===== config.mk =====
export PLATFORM = sky130hd
export DESIGN_NAME = instr_word_encoder
export DESIGN_NICKNAME = d
export VERILOG_FILES = /design/src/rtl/instr_enc_pkg.sv /design/src/rtl/instr_pack.sv /design/src/rtl/instr_word_encoder.sv
export SDC_FILE = /design/constraint.sdc
export NUM_CORES = 1
export LEC_CHECK = 0
export CAP_MARGIN = 20
export CORE_UTILIZATION = 49
export CTS_CLUSTER_SIZE = 10
export DETAILED_ROUTE_END_ITERATION = 8
export GPL_TIMING_DRIVEN = 0
export PLACE_DENSITY_LB_ADDON = 0.08
export REMOVE_ABC_BUFFERS = 1
export SYNTH_ARGS = -nofsm -noshare
export SYNTH_HDL_FRONTEND = slang
export SYNTH_SLANG_ARGS = --single-unit

===== constraint.sdc =====
create_clock -name clk -period 4.1 [get_ports clk]
set_clock_uncertainty 0.15 [all_clocks]
set_input_delay 0.82 -clock clk [delete_from_list [all_inputs] [get_ports clk]]
set_output_delay 0.82 -clock clk [all_outputs]
set_load 0.02 [all_outputs]

===== src/rtl/instr_enc_pkg.sv =====
// Shared definitions for the instruction word encoder: format encoding,
// opcodes and the encodable immediate ranges.
package instr_enc_pkg;

  typedef enum logic [1:0] {
    FMT_I   = 2'b00,
    FMT_S   = 2'b01,
    FMT_SB  = 2'b10,
    FMT_RSV = 2'b11
  } fmt_e;

  localparam logic [6:0] OPC_I  = 7'b0010011;
  localparam logic [6:0] OPC_S  = 7'b0100011;
  localparam logic [6:0] OPC_SB = 7'b1100011;

  // I/SB immediates decode sign-extended, S immediates decode zero-extended
  localparam int IMM_SMIN = -2048;
  localparam int IMM_SMAX = 2047;
  localparam int IMM_UMIN = 0;
  localparam int IMM_UMAX = 4095;

endpackage


===== src/rtl/instr_pack.sv =====
// Combinational field packer for I/S/SB words plus immediate range check.
// Range comparators exist only when INSTR_ENC_RANGE_CHECK_EN is defined.
module instr_pack
  import instr_enc_pkg::*;
(
  input  logic [1:0]  fmt,
  input  logic [4:0]  rd,
  input  logic [4:0]  rs1,
  input  logic [4:0]  rs2,
  input  logic [2:0]  funct3,
  input  logic [31:0] imm,
  output logic [31:0] instr,
  output logic        range_err
);

  always_comb begin
    instr = '0;
    case (fmt_e'(fmt))
      FMT_I:   instr = {imm[11:0], rs1, funct3, rd, OPC_I};
      FMT_S:   instr = {imm[11:5], rs2, rs1, funct3, imm[4:0], OPC_S};
      FMT_SB:  instr = {imm[11:5], rs2, rs1, funct3, imm[4:0], OPC_SB};
      default: instr = '0;
    endcase
  end

`ifdef INSTR_ENC_RANGE_CHECK_EN
  logic signed [31:0] simm;
  assign simm = signed'(imm);

  always_comb begin
    range_err = 1'b0;
    case (fmt_e'(fmt))
      FMT_I, FMT_SB: range_err = (simm < IMM_SMIN) || (simm > IMM_SMAX);
      FMT_S:         range_err = (simm < IMM_UMIN) || (simm > IMM_UMAX);
      default:       range_err = 1'b0;
    endcase
  end
`else
  logic unused_imm_hi;
  assign unused_imm_hi = ^imm[31:12];
  assign range_err     = 1'b0;
`endif

endmodule


===== src/rtl/instr_word_encoder.sv =====
// Instruction word encoder: packs requests, tags them with an auto-incrementing
// write address and buffers them in a 2-entry FIFO. Option: INSTR_ENC_RANGE_CHECK_EN.
module instr_word_encoder
  import instr_enc_pkg::*;
#(
  parameter int ADDR_W = 8
) (
  input  logic              clk,
  input  logic              rst,
  input  logic              in_valid,
  output logic              in_ready,
  input  logic [1:0]        in_fmt,
  input  logic [4:0]        in_rd,
  input  logic [4:0]        in_rs1,
  input  logic [4:0]        in_rs2,
  input  logic [2:0]        in_funct3,
  input  logic [31:0]       in_imm,
  output logic              out_valid,
  input  logic              out_ready,
  output logic [31:0]       out_instr,
  output logic [ADDR_W-1:0] out_addr,
  input  logic              addr_clr,
  output logic              err_fmt,
  output logic              err_range
);

  logic [31:0]       instr_mem [2];
  logic [ADDR_W-1:0] addr_mem  [2];
  logic              rd_ptr;
  logic              wr_ptr;
  logic [1:0]        count;
  logic [1:0]        count_next;
  logic [ADDR_W-1:0] wr_addr;
  logic [ADDR_W-1:0] word_addr;
  logic [31:0]       packed_instr;
  logic              range_err;
  logic              accept;
  logic              is_rsv;
  logic              push;
  logic              pop;

  instr_pack u_pack (
    .fmt       (in_fmt),
    .rd        (in_rd),
    .rs1       (in_rs1),
    .rs2       (in_rs2),
    .funct3    (in_funct3),
    .imm       (in_imm),
    .instr     (packed_instr),
    .range_err (range_err)
  );

  assign accept    = in_valid && in_ready;
  assign is_rsv    = (fmt_e'(in_fmt) == FMT_RSV);
  assign push      = accept && !is_rsv;
  assign pop       = out_valid && out_ready;
  // A same-cycle clear hands address 0 to the request being accepted
  assign word_addr = addr_clr ? '0 : wr_addr;

  always_comb begin
    count_next = count;
    case ({push, pop})
      2'b10:   count_next = count + 2'd1;
      2'b01:   count_next = count - 2'd1;
      default: count_next = count;
    endcase
  end

  always_ff @(posedge clk) begin
    if (rst) begin
      count     <= '0;
      rd_ptr    <= 1'b0;
      wr_ptr    <= 1'b0;
      wr_addr   <= '0;
      in_ready  <= 1'b0;
      err_fmt   <= 1'b0;
      err_range <= 1'b0;
      for (int unsigned i = 0; i < 2; i++) begin
        instr_mem[i] <= '0;
        addr_mem[i]  <= '0;
      end
    end else begin
      count    <= count_next;
      in_ready <= (count_next < 2'd2);
      if (push) begin
        instr_mem[wr_ptr] <= packed_instr;
        addr_mem[wr_ptr]  <= word_addr;
        wr_ptr            <= ~wr_ptr;
        wr_addr           <= word_addr + ADDR_W'(1);
      end else if (addr_clr) begin
        wr_addr <= '0;
      end
      if (pop) begin
        rd_ptr <= ~rd_ptr;
      end
      err_fmt   <= (err_fmt && !addr_clr) || (accept && is_rsv);
      err_range <= (err_range && !addr_clr) || (push && range_err);
    end
  end

  assign out_valid = (count != 2'd0);
  assign out_instr = instr_mem[rd_ptr];
  assign out_addr  = addr_mem[rd_ptr];

endmodule


==> results of run 1 <==
-- flip-flops by register name, summed over array words and instances, names as in the netlist, named ones only --
signal     cells
err_range      1
in_ready       1
wr_addr        8
instr_mem     58
rd_ptr         1
addr_mem      16
wr_ptr         1
count          1
err_fmt        1
-- cell families after synthesis --
| family | synth area share [%] |
|---|---|
| and+or+nand+nor | 14.5 |
| DFF | 63.3 |
| muxes | 10.4 |
| buffers and inverters | 4.05 |
| AOI/OAI and AO/OA | 2.74 |
| xor gates and xnor gates | 2.40 |
| adders and majority gates | 2.49 |
| other | 0.0934 |
-- placed cells by master (no fill, tap or decap), types with 2 or more instances in the layout --
cell type and n:
clkdlybuf4s50_1 78, edfxtp_1 74, nor2_1 47, mux2_2 37, and3_1 33, dfxtp_1 15
nand2_1 10, a22oi_1 10, clkbuf_8 9, inv_1 8, ha_1 8, nor3_1 6
xor2_1 6, xnor2_1 5, and2_1 4, buf_12 3, or2_2 2, or3_1 2
clkinv_4 2, a21oi_1 2, nand3b_1 2, nand4_1 2, conb_1 2, clkinv_2 2
clkinvlp_4 2
-- path summary, 6_finish.rpt --
path	startpoint	end	slack (ps)	cells past startpoint
max	in_fmt[1]	instr_mem[1][29]	310	8
min	err_range	err_range	330	1
max reg2reg	in_ready	instr_mem[1][29]	1290	6
min reg2reg	err_range	err_range	330	1
-- power by group through the flow --
stage	sequential (W)	clock (W)	combinational, W
detailed placement	0.00112	0	0.000725
global placement	0.00117	0	0.000656
finish	0.00110	0.000528	0.000719
global route	0.00111	0.000571	0.000764
floorplan	0.00115	0	0.000375
CTS	0.00110	0.000540	0.000729
-- layout make-up --
| type | count | area, um^2 | area share [%] |
|---|---|---|---|
| clock buffers | 10 | 128 | 2.53 |
| well taps | 102 | 128 | 2.53 |
| clock inverters | 6 | 42.5 | 0.842 |
| repair buffers | 81 | 841 | 16.6 |
| flip-flops and latches | 90 | 2540 | 50.3 |
| inverters | 10 | 45.0 | 0.891 |
| multi-input cells | 188 | 1330 | 26.2 |
-- per-layer routing --
layer	vias to the layer above	track usage, %	routed length [um]
met1	1263	23.0	3300
met4	0	7.81	97
met3	8	3.37	301
li1	1239	-	-
met2	60	29.9	3730
met5	-	0	0
-- per-stage QoR --
| step | total power [W] | setup slack, ps |
|---|---|---|
| 2_1_floorplan | 0.00152 | 248 |
| 3_3_place_gp | 0.00182 | -1520 |
| 3_5_place_dp | 0.00185 | -88.9 |
| 4_1_cts | 0.00237 | 275 |
| 5_1_grt | 0.00244 | 55.6 |
| 6_report | 0.00235 | 306 |
==> summary.txt, run 1 <==
Status
  • Status: finished, final reports clean

Clock tree
  • TritonCTS clock tree: done
  • Post-CTS resize count: 0
  • Cts hold-fix bufs: 0
  • Post-CTS Setup Inserts: 0
  • Depth of the CTS H-tree: 3
  • CTS root buffer: clkbuf_8
  • Worst-skew pair later-pin latency: 350 ps
  • Worst-case clock buffer depth: 2
  • Clk pin slew, worst setup/hold paths: 80 ps
  • TritonCTS Buffers: 9
  • Clk sinks: 90

STA
  • Max Freq: 0.264 GHz
  • Final Critical Period: 3790 ps
  • Final worst-path cycle share: 92.5%
  • Max_slew headroom: 43.5%
  • Final setup fails: 0
  • RSZ-0062 raised after global routing: false
  • Max-slew violation count: 0
  • Final Hold Viols: 0
  • Tightest Pin Transition: 847 ps
  • Hold Worst Slack: 331 ps
  • Total Negative Setup Slacks: 0 ps

Drt
  • Routed WL: 7430 um
  • DR vias: 2570
  • DR pass1 iterations: 4
  • ANT nets after route: 0
  • Wire per inst: about 15 um
  • DRC violations left: 0
  • DR vias/cell: around 5.3
  • DR iter-0 viols: a little over 90

Yosys
  • Most common cell in the netlist: edfxtp_1
  • Area contributors post-synth: edfxtp_1 55%, mux2_2 10%, dfxtp_1 8.0%, and3_1 5.1%, nor2_1 4.4%
  • Main synth FF type: edfxtp_1
  • Top-area cell type share of the netlist area: around 55%
  • Cells after Synth: 308
  • Post-synth top cells: 74 x edfxtp_1, 47 x nor2_1, 37 x mux2_2
  • Async S/R FF share, synth: 0%
  • Yosys cell types: 35
  • Cell Area, Synth: 4010 um^2
  • #FFs+latches synth: 90
  • Sequential fraction of the synthesis area: between 60% and 70%
  • Synth warnings: 0
  • Synth Area per Inst: approximately 13 um^2
  • Cell accounting for the most synthesized area: edfxtp_1
  • EDFF count, synth: 74

Critical path
  • Worst setup EP type: register
  • Crit start category: input port
  • Family with the most delay on the worst path: simple AND/OR/NAND/NOR gates
  • Buf+Inv Stages, Crit Path: 3
  • Critical Path Slowest Stage Cell: nand2_1
  • CP max stage delay: roughly 550 ps
  • Critical path class: in -> reg
  • Crit-path cells: clkdlybuf4s50_1, ha_1, and3b_1, inv_4, nor2_1, nand2_1, nand2b_2, buf_12
  • Arr. time, crit path: 3700 ps
  • Crit Path Max Fanout: 28
  • WP data required: 4000 ps

Floorplan
  • # rows: 32
  • Ports: 101
  • Initial core utilization: 51.4%
  • Die Span X: slightly above 90 um
  • Die Y: 92.5 um
  • Area of the core: roughly 7800 um^2
  • DIE AREA: approximately 8600 um^2

Power and ir drop
  • Seq pwr share: a little under half
  • Internal power: 0.00166 W
  • Sw frac: 29.5%
  • Power per cell area: 465 nW/um^2
  • Part of the power in combinational logic: a little under a third
  • Worst vdd ir: about 0.32 mV
  • Leakage: 1.97 nW
  • Clock power frac: around 23%
  • Psw: 0.000692 W

Place
  • Post-DP Area: 4880 um^2
  • Routability cong.: 0.728
  • DP HPWL: 4740 um
  • Port buffer count: 78
  • Cells after DPL: 471

Global routing
  • First-pass GRT wire length: ~12000 um
  • Pin count of the biggest net entering global routing: 36
  • Global route overflow: 0
  • Vias in the first global route: about 2400
  • Initial antenna violation count: 0
  • GRT Overall Usage: 18.0%

Min path
  • Hold Path Class: reg -> reg

Layout
  • Filler cell count: 608
  • Number of diodes: 0
  • Layout net count: 445
  • Finished Layout Cells: 487
  • Area Growth Syn to Fin: 25.9%
  • Final Util: 64.7%
  • Final Cell Area: a little over 5000 um^2
  • Share of cells above drive strength 1: between 10% and 20%

Flow run
  • MaxCap Viol Count: 0
Power figures use the tool's default switching activity.
==> inputs of run 2 (changes only) <==
CTS_CLUSTER_SIZE = 40   (was 10)
==> results of run 2 <==
No change in the layout: final DEF, timing and power equal those of run 1.
